--- src/rtl/pipeline_hazard_ctrl_pkg.sv ---
// Shared types and constants for the RV32I pipeline hazard controller:
// forwarding selects, controller states and the per-cycle pipeline control word.
package pipe_ctrl_pkg;

    localparam int unsigned REG_W = 5;
    localparam int unsigned FWD_W = 2;

    typedef logic [FWD_W-1:0] fwd_sel_t;

    localparam fwd_sel_t FWD_RF    = 2'b00;
    localparam fwd_sel_t FWD_EXMEM = 2'b10;
    localparam fwd_sel_t FWD_MEMWB = 2'b01;

    typedef enum logic [1:0] {
        RUN   = 2'd0,
        WAIT  = 2'd1,
        FAULT = 2'd2
    } ctrl_state_t;

    // Enables and flush/bubble strobes applied to the pipeline registers each cycle
    typedef struct packed {
        logic pc_en;
        logic if_id_en;
        logic id_ex_en;
        logic ex_mem_en;
        logic if_id_flush;
        logic id_ex_flush;
        logic mem_wb_bubble;
    } pipe_ctl_t;

    localparam pipe_ctl_t CTL_RUN = '{
        pc_en: 1'b1, if_id_en: 1'b1, id_ex_en: 1'b1, ex_mem_en: 1'b1,
        if_id_flush: 1'b0, id_ex_flush: 1'b0, mem_wb_bubble: 1'b0
    };

    // Whole pipeline frozen; MEM/WB gets a bubble so a held WB never writes twice
    localparam pipe_ctl_t CTL_HALT = '{
        pc_en: 1'b0, if_id_en: 1'b0, id_ex_en: 1'b0, ex_mem_en: 1'b0,
        if_id_flush: 1'b0, id_ex_flush: 1'b0, mem_wb_bubble: 1'b1
    };

    localparam pipe_ctl_t CTL_BRANCH = '{
        pc_en: 1'b1, if_id_en: 1'b1, id_ex_en: 1'b1, ex_mem_en: 1'b1,
        if_id_flush: 1'b1, id_ex_flush: 1'b1, mem_wb_bubble: 1'b0
    };

    localparam pipe_ctl_t CTL_LOAD_USE = '{
        pc_en: 1'b0, if_id_en: 1'b0, id_ex_en: 1'b1, ex_mem_en: 1'b1,
        if_id_flush: 1'b0, id_ex_flush: 1'b1, mem_wb_bubble: 1'b0
    };

    // A producer matches a consumer only on a real register; x0 never matches
    function automatic logic reg_hit(input logic [REG_W-1:0] rd, input logic [REG_W-1:0] rs);
        return (rd != '0) && (rd == rs);
    endfunction

endpackage

--- src/rtl/pipeline_hazard_ctrl_if.sv ---
// Datapath <-> hazard controller bundle: register indices and control bits in,
// pipeline-register enables, flushes, forwarding selects and status out.
interface pipeline_hazard_ctrl_if
    import pipe_ctrl_pkg::*;
#(
    parameter int unsigned CNT_W = 16
) ();

    logic [REG_W-1:0] id_rs1;
    logic [REG_W-1:0] id_rs2;
    logic [REG_W-1:0] ex_rs1;
    logic [REG_W-1:0] ex_rs2;
    logic [REG_W-1:0] ex_rd;
    logic             ex_MemRead;
    logic             ex_branch_taken;
    logic [REG_W-1:0] mem_rd;
    logic             mem_RegWrite;
    logic [REG_W-1:0] wb_rd;
    logic             wb_RegWrite;
    logic             mem_req;
    logic             mem_ready;

    logic             pc_en;
    logic             if_id_en;
    logic             id_ex_en;
    logic             ex_mem_en;
    logic             if_id_flush;
    logic             id_ex_flush;
    logic             mem_wb_bubble;
    fwd_sel_t         fwd_a;
    fwd_sel_t         fwd_b;
    logic             mem_fault;
    logic [CNT_W-1:0] stall_cycles;
    logic [CNT_W-1:0] flush_count;

    modport master (
        output id_rs1, id_rs2, ex_rs1, ex_rs2, ex_rd, ex_MemRead, ex_branch_taken,
               mem_rd, mem_RegWrite, wb_rd, wb_RegWrite, mem_req, mem_ready,
        input  pc_en, if_id_en, id_ex_en, ex_mem_en, if_id_flush, id_ex_flush,
               mem_wb_bubble, fwd_a, fwd_b, mem_fault, stall_cycles, flush_count
    );

    modport slave (
        input  id_rs1, id_rs2, ex_rs1, ex_rs2, ex_rd, ex_MemRead, ex_branch_taken,
               mem_rd, mem_RegWrite, wb_rd, wb_RegWrite, mem_req, mem_ready,
        output pc_en, if_id_en, id_ex_en, ex_mem_en, if_id_flush, id_ex_flush,
               mem_wb_bubble, fwd_a, fwd_b, mem_fault, stall_cycles, flush_count
    );

endinterface

--- src/rtl/pipeline_hazard_ctrl_fwd_unit.sv ---
// EX-stage operand forwarding select for one source register.
module fwd_unit
    import pipe_ctrl_pkg::*;
(
    input  logic [REG_W-1:0] ex_rs,
    input  logic [REG_W-1:0] mem_rd,
    input  logic             mem_reg_write,
    input  logic [REG_W-1:0] wb_rd,
    input  logic             wb_reg_write,
    output fwd_sel_t         fwd_sel_c
);

    // The younger result in EX/MEM wins over the older one in MEM/WB
    always_comb begin
        fwd_sel_c = FWD_RF;
        if (mem_reg_write && reg_hit(mem_rd, ex_rs)) begin
            fwd_sel_c = FWD_EXMEM;
        end else if (wb_reg_write && reg_hit(wb_rd, ex_rs)) begin
            fwd_sel_c = FWD_MEMWB;
        end
    end

endmodule

--- src/rtl/pipeline_hazard_ctrl.sv ---
// Stall/flush/forwarding controller for the 5-stage RV32I pipeline: load-use
// stalls, taken-branch flushes, data-memory wait handling with timeout fault.
module pipeline_hazard_ctrl
    import pipe_ctrl_pkg::*;
#(
    parameter int unsigned MEM_TIMEOUT = 64,
    parameter int unsigned CNT_W       = 16
) (
    input  logic                    clk,
    input  logic                    reset,
    pipeline_hazard_ctrl_if.slave   bus
);

    localparam int unsigned WAIT_W    = (MEM_TIMEOUT > 2) ? $clog2(MEM_TIMEOUT) : 1;
    localparam logic [WAIT_W-1:0] WAIT_LAST = WAIT_W'(MEM_TIMEOUT - 1);
    localparam logic [CNT_W-1:0]  CNT_MAX   = '1;

    ctrl_state_t       state;
    ctrl_state_t       state_nxt;
    logic [WAIT_W-1:0] wait_cnt;
    logic [WAIT_W-1:0] wait_nxt;
    logic [CNT_W-1:0]  stall_cnt;
    logic [CNT_W-1:0]  flush_cnt;

    logic      mem_stall_c;
    logic      load_use_c;
    logic      branch_flush_c;
    pipe_ctl_t ctl_c;
    fwd_sel_t  fwd_a_c;
    fwd_sel_t  fwd_b_c;

    assign mem_stall_c = bus.mem_req & ~bus.mem_ready;
    assign load_use_c  = bus.ex_MemRead &
                         (reg_hit(bus.ex_rd, bus.id_rs1) | reg_hit(bus.ex_rd, bus.id_rs2));

    // State and wait-counter register
    always_ff @(posedge clk or posedge reset) begin
        if (reset) begin
            state    <= RUN;
            wait_cnt <= '0;
        end else begin
            state    <= state_nxt;
            wait_cnt <= wait_nxt;
        end
    end

    // Next state plus the pipeline control word, in hazard priority order
    always_comb begin
        state_nxt      = state;
        wait_nxt       = wait_cnt;
        ctl_c          = CTL_RUN;
        branch_flush_c = 1'b0;

        unique case (state)
            RUN: begin
                wait_nxt = '0;
                if (mem_stall_c) begin
                    state_nxt = WAIT;
                end
            end
            WAIT: begin
                wait_nxt = wait_cnt + WAIT_W'(1);
                if (bus.mem_ready) begin
                    state_nxt = RUN;
                    wait_nxt  = '0;
                end else if (wait_cnt == WAIT_LAST) begin
                    state_nxt = FAULT;
                end
            end
            FAULT: begin
                state_nxt = FAULT;
            end
            default: begin
                state_nxt = RUN;
                wait_nxt  = '0;
            end
        endcase

        // A branch seen while frozen stays in EX and is flushed once released
        if (reset) begin
            ctl_c = CTL_RUN;
        end else if (state == FAULT) begin
            ctl_c = CTL_HALT;
        end else if (mem_stall_c) begin
            ctl_c = CTL_HALT;
        end else if (bus.ex_branch_taken) begin
            ctl_c          = CTL_BRANCH;
            branch_flush_c = 1'b1;
        end else if (load_use_c) begin
            ctl_c = CTL_LOAD_USE;
        end
    end

    // Saturating performance counters
    always_ff @(posedge clk or posedge reset) begin
        if (reset) begin
            stall_cnt <= '0;
            flush_cnt <= '0;
        end else begin
            if (!ctl_c.pc_en && (stall_cnt != CNT_MAX)) begin
                stall_cnt <= stall_cnt + CNT_W'(1);
            end
            if (branch_flush_c && (flush_cnt != CNT_MAX)) begin
                flush_cnt <= flush_cnt + CNT_W'(1);
            end
        end
    end

    fwd_unit u_fwd_a (
        .ex_rs         (bus.ex_rs1),
        .mem_rd        (bus.mem_rd),
        .mem_reg_write (bus.mem_RegWrite),
        .wb_rd         (bus.wb_rd),
        .wb_reg_write  (bus.wb_RegWrite),
        .fwd_sel_c     (fwd_a_c)
    );

    fwd_unit u_fwd_b (
        .ex_rs         (bus.ex_rs2),
        .mem_rd        (bus.mem_rd),
        .mem_reg_write (bus.mem_RegWrite),
        .wb_rd         (bus.wb_rd),
        .wb_reg_write  (bus.wb_RegWrite),
        .fwd_sel_c     (fwd_b_c)
    );

    assign bus.pc_en         = ctl_c.pc_en;
    assign bus.if_id_en      = ctl_c.if_id_en;
    assign bus.id_ex_en      = ctl_c.id_ex_en;
    assign bus.ex_mem_en     = ctl_c.ex_mem_en;
    assign bus.if_id_flush   = ctl_c.if_id_flush;
    assign bus.id_ex_flush   = ctl_c.id_ex_flush;
    assign bus.mem_wb_bubble = ctl_c.mem_wb_bubble;
    assign bus.fwd_a         = reset ? FWD_RF : fwd_a_c;
    assign bus.fwd_b         = reset ? FWD_RF : fwd_b_c;
    assign bus.mem_fault     = (state == FAULT);
    assign bus.stall_cycles  = stall_cnt;
    assign bus.flush_count   = flush_cnt;

endmodule

--- src/flat_wrapper.sv ---
// flat-port wrapper written by rule: the top's interface ports become plain ports
module pipeline_hazard_ctrl_flat import pipe_ctrl_pkg::*;
#(
    parameter int unsigned MEM_TIMEOUT = 64,
    parameter int unsigned CNT_W       = 16
)
  (clk, reset, bus_id_rs1, bus_id_rs2, bus_ex_rs1, bus_ex_rs2, bus_ex_rd, bus_ex_MemRead, bus_ex_branch_taken, bus_mem_rd, bus_mem_RegWrite, bus_wb_rd, bus_wb_RegWrite, bus_mem_req, bus_mem_ready, bus_pc_en, bus_if_id_en, bus_id_ex_en, bus_ex_mem_en, bus_if_id_flush, bus_id_ex_flush, bus_mem_wb_bubble, bus_fwd_a, bus_fwd_b, bus_mem_fault, bus_stall_cycles, bus_flush_count);
  pipeline_hazard_ctrl_if #(.CNT_W(CNT_W)) bus_i ();
  input  logic clk;
  input  logic reset;
  input wire logic [$bits(bus_i.id_rs1)-1:0] bus_id_rs1;
  input wire logic [$bits(bus_i.id_rs2)-1:0] bus_id_rs2;
  input wire logic [$bits(bus_i.ex_rs1)-1:0] bus_ex_rs1;
  input wire logic [$bits(bus_i.ex_rs2)-1:0] bus_ex_rs2;
  input wire logic [$bits(bus_i.ex_rd)-1:0] bus_ex_rd;
  input wire logic [$bits(bus_i.ex_MemRead)-1:0] bus_ex_MemRead;
  input wire logic [$bits(bus_i.ex_branch_taken)-1:0] bus_ex_branch_taken;
  input wire logic [$bits(bus_i.mem_rd)-1:0] bus_mem_rd;
  input wire logic [$bits(bus_i.mem_RegWrite)-1:0] bus_mem_RegWrite;
  input wire logic [$bits(bus_i.wb_rd)-1:0] bus_wb_rd;
  input wire logic [$bits(bus_i.wb_RegWrite)-1:0] bus_wb_RegWrite;
  input wire logic [$bits(bus_i.mem_req)-1:0] bus_mem_req;
  input wire logic [$bits(bus_i.mem_ready)-1:0] bus_mem_ready;
  output wire logic [$bits(bus_i.pc_en)-1:0] bus_pc_en;
  output wire logic [$bits(bus_i.if_id_en)-1:0] bus_if_id_en;
  output wire logic [$bits(bus_i.id_ex_en)-1:0] bus_id_ex_en;
  output wire logic [$bits(bus_i.ex_mem_en)-1:0] bus_ex_mem_en;
  output wire logic [$bits(bus_i.if_id_flush)-1:0] bus_if_id_flush;
  output wire logic [$bits(bus_i.id_ex_flush)-1:0] bus_id_ex_flush;
  output wire logic [$bits(bus_i.mem_wb_bubble)-1:0] bus_mem_wb_bubble;
  output wire logic [$bits(bus_i.fwd_a)-1:0] bus_fwd_a;
  output wire logic [$bits(bus_i.fwd_b)-1:0] bus_fwd_b;
  output wire logic [$bits(bus_i.mem_fault)-1:0] bus_mem_fault;
  output wire logic [$bits(bus_i.stall_cycles)-1:0] bus_stall_cycles;
  output wire logic [$bits(bus_i.flush_count)-1:0] bus_flush_count;
  assign bus_i.id_rs1 = bus_id_rs1;
  assign bus_i.id_rs2 = bus_id_rs2;
  assign bus_i.ex_rs1 = bus_ex_rs1;
  assign bus_i.ex_rs2 = bus_ex_rs2;
  assign bus_i.ex_rd = bus_ex_rd;
  assign bus_i.ex_MemRead = bus_ex_MemRead;
  assign bus_i.ex_branch_taken = bus_ex_branch_taken;
  assign bus_i.mem_rd = bus_mem_rd;
  assign bus_i.mem_RegWrite = bus_mem_RegWrite;
  assign bus_i.wb_rd = bus_wb_rd;
  assign bus_i.wb_RegWrite = bus_wb_RegWrite;
  assign bus_i.mem_req = bus_mem_req;
  assign bus_i.mem_ready = bus_mem_ready;
  assign bus_pc_en = bus_i.pc_en;
  assign bus_if_id_en = bus_i.if_id_en;
  assign bus_id_ex_en = bus_i.id_ex_en;
  assign bus_ex_mem_en = bus_i.ex_mem_en;
  assign bus_if_id_flush = bus_i.if_id_flush;
  assign bus_id_ex_flush = bus_i.id_ex_flush;
  assign bus_mem_wb_bubble = bus_i.mem_wb_bubble;
  assign bus_fwd_a = bus_i.fwd_a;
  assign bus_fwd_b = bus_i.fwd_b;
  assign bus_mem_fault = bus_i.mem_fault;
  assign bus_stall_cycles = bus_i.stall_cycles;
  assign bus_flush_count = bus_i.flush_count;
  pipeline_hazard_ctrl #(.MEM_TIMEOUT(MEM_TIMEOUT), .CNT_W(CNT_W)) u_core (.clk(clk), .reset(reset), .bus(bus_i));
endmodule
--- config.mk ---
export PLATFORM = sky130hd
export DESIGN_NAME = pipeline_hazard_ctrl_flat
export DESIGN_NICKNAME = d
export VERILOG_FILES = /design/src/rtl/pipeline_hazard_ctrl_pkg.sv /design/src/rtl/pipeline_hazard_ctrl_if.sv /design/src/rtl/pipeline_hazard_ctrl_fwd_unit.sv /design/src/rtl/pipeline_hazard_ctrl.sv /design/src/flat_wrapper.sv
export SDC_FILE = /design/constraint.sdc
export NUM_CORES = 1
export LEC_CHECK = 0
export CORE_ASPECT_RATIO = 2
export CORE_MARGIN = 2
export CORE_UTILIZATION = 45
export CTS_CLUSTER_DIAMETER = 150
export DETAILED_ROUTE_END_ITERATION = 8
export GPL_ROUTABILITY_DRIVEN = 0
export MAX_ROUTING_LAYER = met4
export PLACE_DENSITY = 0.91
export SLEW_MARGIN = 20
export SYNTH_ARGS = -nofsm -noshare
export SYNTH_HDL_FRONTEND = slang
export SYNTH_SLANG_ARGS = --single-unit
export TNS_END_PERCENT = 100
--- constraint.sdc ---
create_clock -name clk -period 3.3 [get_ports clk]
set_input_delay 0.66 -clock clk [delete_from_list [all_inputs] [get_ports clk]]
set_output_delay 0.66 -clock clk [all_outputs]
set_load 0.005 [all_outputs]
==> run_results.csv, run 1 <==
group,metric,value,unit
run_status,outcome,"finished clean",
worst_setup_path,end_kind,"primary output",
routing,met1Wirelength,2.184,mm
layout,multi_input_area,1335,µm²
routing,highest_layer,"met4",
worst_setup_path,critPathLaunchType,"input port",
timing,fmax,0.3078,GHz
clock_network,clk_latency,300,ps
die,die_w,55.37,µm
pwr,finalPower,1.450,mW
synthesis,synth_area_leaders,"dfrtp_1 (42%), xor2_1 (13%), xnor2_1 (9.2%), nand2_1 (3.3%), nand4_1 (2.6%)",
clock_network,h-tree-depth,2,
die,fp-row-count,37,
routing,dr_wl_met2,3.666,mm
timing,drv_slew,0,
timing,min_period,3248,ps
global_routing,grt_pass1_wl,10.16,mm
pwr,peakVddDrop,0.4256,mV
routing,ant_nets,0,
synthesis,synth_top_area_frac,0.4215,
clock_network,root_buffer,"clkbuf_8",
global_routing,antenna_found_initial,0,
layout,area.growth.synth_to_final,50.58,%
timing,timing.final.crit_share,0.9844,
worst_setup_path,crit_type,"in -> out",
routing,drt_wl_total,6.195,mm
timing,finalSetupTns,0,ps
global_routing,grt_max_degree,43,
worst_setup_path,crit_required,2640,ps
synthesis,synth-seq-area-share,0.4215,
routing,via_count,2210,
timing,worst_pin_slew,416.7,ps
global_routing,gr-usage-all-layers,0.2193,
pwr,pwr_density_cell,405.4,nW/µm²
global_routing,first_global_vias,2305,
routing,drc,0,
synthesis,yosysMostFrequentCell,"dfrtp_1",
die,io_pins,87,
layout,final_util,0.6959,
synthesis,yosys_most_used_dff,"dfrtp_1",
clock_network,cts_tree,"done",
synthesis,synth-edff-count,0,
layout,fillers,354,
layout,drive_above_1_share,0.1314,
clock_network,clkSinkCount,40,
synthesis,ys_ff_latch,40,
routing,wire_per_inst,15.18,µm
synthesis,yosys.area.top_type,"dfrtp_1",
global_routing,grt-ovfl-total,0,
timing,setup_violations,0,
placed_design,placed_cells,398,
synthesis,synth_cell_types,37,
die,start_util,0.4621,
die,core_area,5139,µm²
routing,first_pass_iters,4,
layout,fin_cells,408,
timing,hold_viol,0,
synthesis,synth.yosys.warnings,0,
pwr,p_leak,1.563,nW
die,dieArea,5909,µm²
synthesis,async_reset_ff_frac,1.000,
placed_design,numPortBuffers,86,
synthesis,netlist_area,2375,µm²
synthesis,synth_nets,286,
clock_network,cts.clk_slew.worst_paths,80,ps
synthesis,synthTopCellsByCount,"dfrtp_1 (40), xor2_1 (36), xnor2_1 (25)",
synthesis,synth_cells,240,
worst_setup_path,worst-path-max-fanout,3,
worst_setup_path,cp.arrival,2590,ps
timing,maxSlewHeadroom,0.7197,
placed_design,dpl-instance-area,3401,µm²
clock_network,cts_buffers,5,
clock_network,clockBufferDepth,2,
synthesis,syn_area_per_cell,9.895,µm²
min_path,min_path_type,"reg -> reg",
timing,skew,4.428,ps
layout,diodes,0,
layout,seqCellArea,1001,µm²
placed_design,post-dp-hpwl,4.730,mm
routing,via_per_inst,5.417,
routing,wl_met3,178,µm
die,dieHeight,106.7,µm
routing,drtIter0Drc,72,
flow_run,maxCapViolations,0,
layout,final_cell_area,3576,µm²
worst_setup_path,r2r_slack,1200,ps
layout,nets,395,
## flip-flops by register name (all words and copies together) (netlist names)
name / cells
u_core.wait_cnt: 6
u_core.bus.flush_count: 16
u_core.state: 2
u_core.bus.stall_cycles: 16
## through the flow
stage	hold slack (ps)	setup WS, ps
2_1_floorplan	463.3	114.7
3_3_place_gp	471.7	-118.2
3_5_place_dp	487.2	-177.4
4_1_cts	498.1	-4.892
5_1_grt	519.0	-9.839
6_report	497.6	51.54
## worst max-delay path: stages
cell and delay [ps]:
clkdlybuf4s50_1 540, or4_1 150, o211ai_1 100, or4_1 560, nor4_2 290, dlygate4sd2_1 280
## cell families after synthesis
group                    synth area share
buffers and inverters             0.03214
adder cells (fa/ha/maj)           0.01581
multiplexers                     0.009483
XOR/XNOR                           0.2250
flip-flops                         0.4215
AND/OR/NAND/NOR                    0.2202
AO/OA/AOI/OAI                     0.07587
## placed cells by master (no fill, tap or decap), drive strengths merged, types with 3 or more instances in the layout
master and count:
a21oi 6, nor2 14, inv 11, nand4 11, nor3 12, xnor2 25, nand3 10, o21ai 11
dfrtp 40, or4 5, ha 3, clkdlybuf4s50 84, clkbuf 6, and3 7, nor4 8, buf 19
xor2 36, nand2 21, and4 3
## final timing paths
path,startpoint,endpoint,cells past startpoint
hold reg to reg,u_core.bus.stall_cycles[15],u_core.bus.stall_cycles[15],1
setup / recovery,bus_wb_rd[3],bus_fwd_a[0],6
max in group asynchronous,reset,u_core.bus.flush_count[8],3
min in group asynchronous,reset,u_core.bus.stall_cycles[8],3
hold / removal,u_core.bus.stall_cycles[15],u_core.bus.stall_cycles[15],1
setup reg to reg,u_core.bus.stall_cycles[0],u_core.bus.stall_cycles[15],7
## power by group
| group | total [mW] | leakage [nW] | internal (mW) | switching, mW |
|---|---|---|---|---|
| clock | 0.426 | 0.0614 | 0.247 | 0.179 |
| sequential | 0.636 | 0.525 | 0.551 | 0.0849 |
| combinational | 0.388 | 0.976 | 0.243 | 0.145 |
| total | 1.45 | 1.56 | 1.04 | 0.409 |
## routing by layer
layer | vias to the layer above | GRT usage
li1 | 1053 | -
met1 | 1079 | 0.2120
met2 | 63 | 0.4116
met3 | 15 | 0.03498
met4 | 0 | 0.1080
met5 | - | -
## timing repair
item	CTS	global route
endpoints found under the setup margin	3	7
buffers inserted	1	1
hold buffers	0	0
resized for setup	4	8
pin swaps	1	5
## cell type report
class | instances | share of cell area
clock buffers | 6 | 0.02309
repair buffers | 105 | 0.2810
flip-flops and latches | 40 | 0.2799
multi-input cells | 186 | 0.3733
well taps | 58 | 0.02029
clock inverters | 2 | 0.01085
inverters | 11 | 0.01155
No activity file was read; power rests on OpenSTA's default activity.
==> inputs of run 2 (changes only) <==
- CAP_MARGIN: not set -> 30
==> results of run 2 <==
The final DEF is identical to that of run 1; final timing and power are the same.
==> inputs of run 3 (changes only) <==
- ABC_AREA: not set -> 1
- PLACE_DENSITY: 0.91 -> 0.87
==> run_results.csv, run 3 <==
group,metric,value,unit
routing,via_per_inst,4.942,
timing,rsz0062_at_grt,"no",
timing,finalSetupTns,0,ps
synthesis,yosysMostFrequentCell,"nand2_1",
run_status,outcome,"finished clean",
worst_setup_path,slowest_delay,510,ps
placed_design,dpl-instance-area,3779,µm²
timing,setup_slack,318.6,ps
worst_setup_path,crit_chain,"clkdlybuf4s50_1, inv_1, or2_2, nand4_1, nor2_1, nor2_1, clkdlybuf4s50_1",
layout,diodes,0,
clock_network,cts.clk_slew.worst_paths,60,ps
clock_network,h-tree-depth,2,
layout,final_cell_area,3943,µm²
synthesis,synth-seq-area-share,0.3530,
flow_run,maxCapViolations,0,
clock_network,root_buffer,"clkbuf_16",
routing,first_pass_iters,4,
global_routing,grt-ovfl-total,0,
synthesis,synth_top_area_frac,0.3530,
pwr,pwr_density_cell,345.2,nW/µm²
worst_setup_path,crit_required,2640,ps
synthesis,yosys.area_share.simple,0.3636,
synthesis,synth_cell_types,31,
die,dieArea,6990,µm²
layout,final_util,0.6352,
routing,drtIter0Drc,123,
synthesis,netlist_area,2835,µm²
pwr,peakVddDrop,0.2413,mV
die,core_area,6207,µm²
synthesis,synth.yosys.warnings,0,
layout,fin_cells,582,
timing,hold_viol,0,
synthesis,synth_cells,405,
die,io_pins,87,
worst_setup_path,crit_type,"in -> out",
synthesis,synth_compound_area_frac,0.05472,
layout,final_common_cell,"nand2_1",
routing,wire_per_inst,11.66,µm
layout,fillers,547,
synthesis,synth_top_family_by_area,"simple AND/OR/NAND/NOR gates",
clock_network,clkSinkCount,40,
clock_network,cts_resized,0,
timing,setup_violations,0,
layout,drive_above_1_share,0.04839,
timing,skew,5.776,ps
worst_setup_path,path_delay_family,"buffers and inverters",
pwr,p_leak,1.915,nW
pwr,finalPower,1.361,mW
synthesis,syn_area_per_cell,7.001,µm²
die,fp-row-count,41,
placed_design,numPortBuffers,86,
synthesis,ys_ff_latch,40,
worst_setup_path,worst-path-max-fanout,3,
routing,drt_wl_total,6.784,mm
routing,ant_nets,0,
worst_setup_path,cp.arrival,2320,ps
timing,drv_slew,0,
die,start_util,0.4568,
synthesis,synth_xor_area_frac,0.1205,
placed_design,post-place-ws,299.4,ps
global_routing,gr-usage-all-layers,0.2109,
global_routing,first_global_vias,2782,
routing,drc,0,
timing,fmax,0.3354,GHz
timing,worst_pin_slew,498.7,ps
synthesis,async_reset_ff_frac,1.000,
worst_setup_path,cp_num_buf_inv,3,
synthesis,synth_fa_ha_area_frac,0.01324,
synthesis,synth-edff-count,0,
clock_network,cts_hold_buffers,0,
layout,area.growth.synth_to_final,39.06,%
routing,via_count,2876,
synthesis,yosys.area.top_type,"dfrtp_1",
placed_design,post-dp-hpwl,5.336,mm
worst_setup_path,end_kind,"primary output",
global_routing,grt_pass1_wl,11.41,mm
synthesis,synth_nets,451,
timing,min_period,2981,ps
timing,maxSlewHeadroom,0.6667,
layout,final_cell_mix,"nand2_1 (125), clkdlybuf4s50_1 (86), inv_1 (56)",
placed_design,placed_cells,574,
synthesis,synth.area.mux_share,0,
global_routing,antenna_found_initial,0,
die,die_w,60.13,µm
worst_setup_path,critPathLaunchType,"input port",
synthesis,synthTopCellsByCount,"nand2_1 (125), inv_1 (56), dfrtp_1 (40)",
timing,hold_ws,525.5,ps
clock_network,cts_setup_buffers,0,
clock_network,cts_buffers,5,
layout,nets,541,
clock_network,clockBufferDepth,2,
worst_setup_path,worst_path_max_delay_cell,"clkdlybuf4s50_1",
synthesis,yosys_most_used_dff,"dfrtp_1",
timing,timing.final.crit_share,0.9034,
clock_network,clk_latency,280,ps
global_routing,grt_max_degree,41,
die,dieHeight,116.3,µm
min_path,min_path_type,"reg -> reg",
synthesis,synth_area_leaders,"dfrtp_1 (35%), nand2_1 (17%), xor2_1 (8.0%), inv_1 (7.4%), nand3_1 (6.2%)",
clock_network,cts_tree,"done",
-- run 3: cell types whose count changed after synthesis, sizes merged, moves of 5 or more --
cell / delta
and3: -6
inv: +48
nand2: +106
nand3: +26
nor2: +26
nor3: +5
nor4: -7
o22ai: +6
or4: -5
xnor2: -12
xor2: -10
-- run 3: layout make-up --
type                            instances  area, µm²  area share
Clock buffer                            6      128.9     0.03269
Clock inverter                          2      35.03    0.008886
Multi-Input combinational cell        300       1565      0.3970
Inverter                               59      221.5     0.05617
Timing Repair Buffer                   89      883.3      0.2241
Tap cell                               86      107.6     0.02729
Sequential cell                        40       1001      0.2539
-- run 3: cell families (layout without fill, tap and decap cells) --
kind of cell,count (synthesis),count (layout)
AO/OA/AOI/OAI,26,26
XOR/XNOR,39,39
adder cells (fa/ha/maj),3,3
buffers and inverters,65,156
flip-flops,40,40
AND/OR/NAND/NOR,232,232
-- run 3: where the power goes --
part	internal (mW)	total, mW	switching (mW)
clock network	0.356	0.545	0.189
logic	0.146	0.261	0.115
registers	0.515	0.555	0.0405
-- run 3: worst register-to-register path, cell delays in order (launching register included) --
cell	delay (ps)
dfrtp_1	400
inv_2	80
nor2_4	50
inv_2	100
nand3_1	90
nor2_1	200
nand2_1	350
inv_2	270
nand2_1	90
xor2_1	140
-- run 3: final timing paths --
path / depth (start not counted) / slack (ps) / from / endpoint
max: 7 / 320 / bus_mem_rd[2] / bus_fwd_a[0]
min: 1 / 530 / u_core.bus.flush_count[5] / u_core.bus.flush_count[5]
max reg2reg: 9 / 1400 / u_core.state[1] / u_core.bus.flush_count[3]
min reg2reg: 1 / 530 / u_core.bus.flush_count[5] / u_core.bus.flush_count[5]
max in group asynchronous: 3 / 2050 / reset / u_core.bus.flush_count[4]
min in group asynchronous: 3 / 890 / reset / u_core.state[1]
-- run 3: routing by layer --
metal,track usage,vias to the layer above,share of wire
met3,0.03322,7,0.053
li1,-,1465,-
met2,0.3558,83,0.52
met1,0.2474,1321,0.41
met4,0.07556,0,0.013
met5,-,-,0
==> RTL change (config.mk and constraints of run 1) <==
Put a register stage on the output `bus.mem_fault`, without a reset. The value now appears one clock later.
--- a/src/rtl/pipeline_hazard_ctrl.sv
+++ b/src/rtl/pipeline_hazard_ctrl.sv
@@ -135,3 +135,5 @@
     assign bus.fwd_b         = reset ? FWD_RF : fwd_b_c;
-    assign bus.mem_fault     = (state == FAULT);
+    always_ff @(posedge clk) begin
+        bus.mem_fault <= (state == FAULT);
+    end
     assign bus.stall_cycles  = stall_cnt;
Check against the original RTL: same outputs for any inputs over 10 cycles, from zero or initial values and one cycle with reset high; that may be too few to reach the edited logic, so the function may still have changed.
==> RTL change against run 1 <==
Final area fell by 1.3%. Synthesized area rose by 3.2%. Synthesized cell count down 0.83%. Combinational power grew 10%. Power rose by 0.56%. Routed wire length up 4.8%. Worst setup slack got worse by 23 ps. Register-to-register slack got worse by 370 ps. Sequential cell count rose by 1. Sequential power is 5.2% higher. Highest routed layer unchanged.
==> RTL change: results (changes against run 1) <==
layout:
  signal_buffers: 97  # -7.6%
  fillers: 410  # +16%
  nets: 381  # -3.5%
  clockBufferCount: 7  # +1
  register_area_um2: 1021  # +2.0%
  antennaDiodeCount: 0  # unchanged
  num-multi-input-gates: 187  # +0.54%
  drive_above_1_share: 0.1161  # -0.01536
  clkCellAreaFrac: 0.02872  # -0.005216
  inv_count: 3  # -8
  buffer_area_frac: 0.2670  # -0.01394
  multi_input_area_um2: 1378  # +3.2%
power_and_ir_drop:
  powerSeq_uw: 669  # +5.2%
  ir_worst_vdd_mv: 0.5390  # +27%
  p_clk_uw: 362  # -15%
  switchingPower_uw: 438.4  # +7.3%
  p_leak_nw: 1.492  # -4.6%
setup_path:
  cp_top_family: "buffers and inverters"
  critPathArrivalTime_ps: 2610  # +20 ps
  critPathMaxStageDelay_ps: 590  # +30 ps
logic_synthesis:
  yosysWarningCount: 0  # unchanged
  synthArstFlopShare: 0.9756  # -0.02439
  ys.flop_type: "dfrtp_1"
  synthTopCellsByArea: "dfrtp_1 41%, xor2_1 12%, xnor2_1 9.3%"
  synth_common_cells: "40 x dfrtp_1, 34 x xor2_1, 26 x xnor2_1, 17 x nand2_1, 16 x nand3_1"
  synth_cell_types: 41  # +11%
  synth_nets: 284  # -0.70%
  synth_seq_area_share: 0.4168  # -0.004745
  synthCells: 238  # -0.83%
placed_design:
  dpl.hpwl_um: 5018  # +6.1%
  placed_cells: 388  # -2.5%
grt:
  grt_max_degree: 41  # -4.7%
  grt_usage: 0.2243  # +0.004980
  antenna_found_initial: 0  # unchanged
  grt_pass1_wl_um: 10730  # +5.6%
  grt_pass1_vias: 2331  # +1.1%
worst_hold_path:
  hp-class: "register to register"
route:
  wl_per_cell_um: 16.40  # +8.0%
  wl_um: 6493  # +4.8%
  drt_iter0_drc: 70  # -2.8%
  vias_per_cell: 5.563  # +2.7%
sta:
  clock_skew_ps: 5.510  # +1.082 ps
  worst_pin_slew_ps: 620.0  # +203.3 ps
clocking:
  clkTransAtPathRegs_ps: 70
  clock-sinks: 41  # +2.5%
  postCtsSetupBuffers: 0  # -1
outcome:
  status: "completed"
-- RTL change: metrics by stage --
step	setup slack [ps]	utilization	total power, mW	setup TNS [ps]	instance area (um2)
after global routing	2.782	0.6626	1.532	0	3528
after floorplan	422.9	-	0.8297	0	2450
after detailed placement	-82.82	0.6431	1.101	-357.5	3425
after global placement	-63.65	0.6431	1.076	-112.7	3425
after CTS	4.010	0.6614	1.461	0	3522
final	28.52	0.6626	1.458	0	3528
-- RTL change: path summary, 6_finish.rpt --
kind	slack, ps	start	cells past startpoint	to
setup / recovery	30	bus_ex_rd[3]	6	bus_id_ex_flush
hold / removal	500	u_core.bus.stall_cycles[8]	1	u_core.bus.stall_cycles[8]
setup reg to reg	830	u_core.state[0]	8	u_core.bus.stall_cycles[1]
hold reg to reg	500	u_core.bus.stall_cycles[8]	1	u_core.bus.stall_cycles[8]
max in group asynchronous	1940	reset	3	u_core.bus.stall_cycles[8]
min in group asynchronous	1010	reset	3	u_core.bus.stall_cycles[3]
-- RTL change: cell families after synthesis --
group,Yosys count,share of synthesized area
compound gates,21,0.05976
xor+xnor,60,0.2145
fa+ha+maj,3,0.01532
buf+inv,10,0.02247
flops,41,0.4168
mux,3,0.01328
simple gates,100,0.2579
-- RTL change: layer usage --
layer,wire (um),vias to the layer above,global-route usage
met5,0,-,-
met4,157,0,0.07823
met3,396,16,0.04067
met2,3253,109,0.3756
met1,2686,1043,0.2701
li1,-,1035,-
-- RTL change: worst reg2reg max path, stage by stage (launching register included) --
cell and delay [ps]:
dfrtp_1 420, nor2b_1 510, nor2_1 160, nor2_1 190, inv_1 110, o41a_4 140, buf_4 230, nor2_1 240
mux2_2 360
-- RTL change: what timing repair did --
action / CTS / global route
resized for setup: 5 / 2
hold buffers: 0 / 0
gates cloned: 0 / 0
setup endpoints to repair: 5 / 2
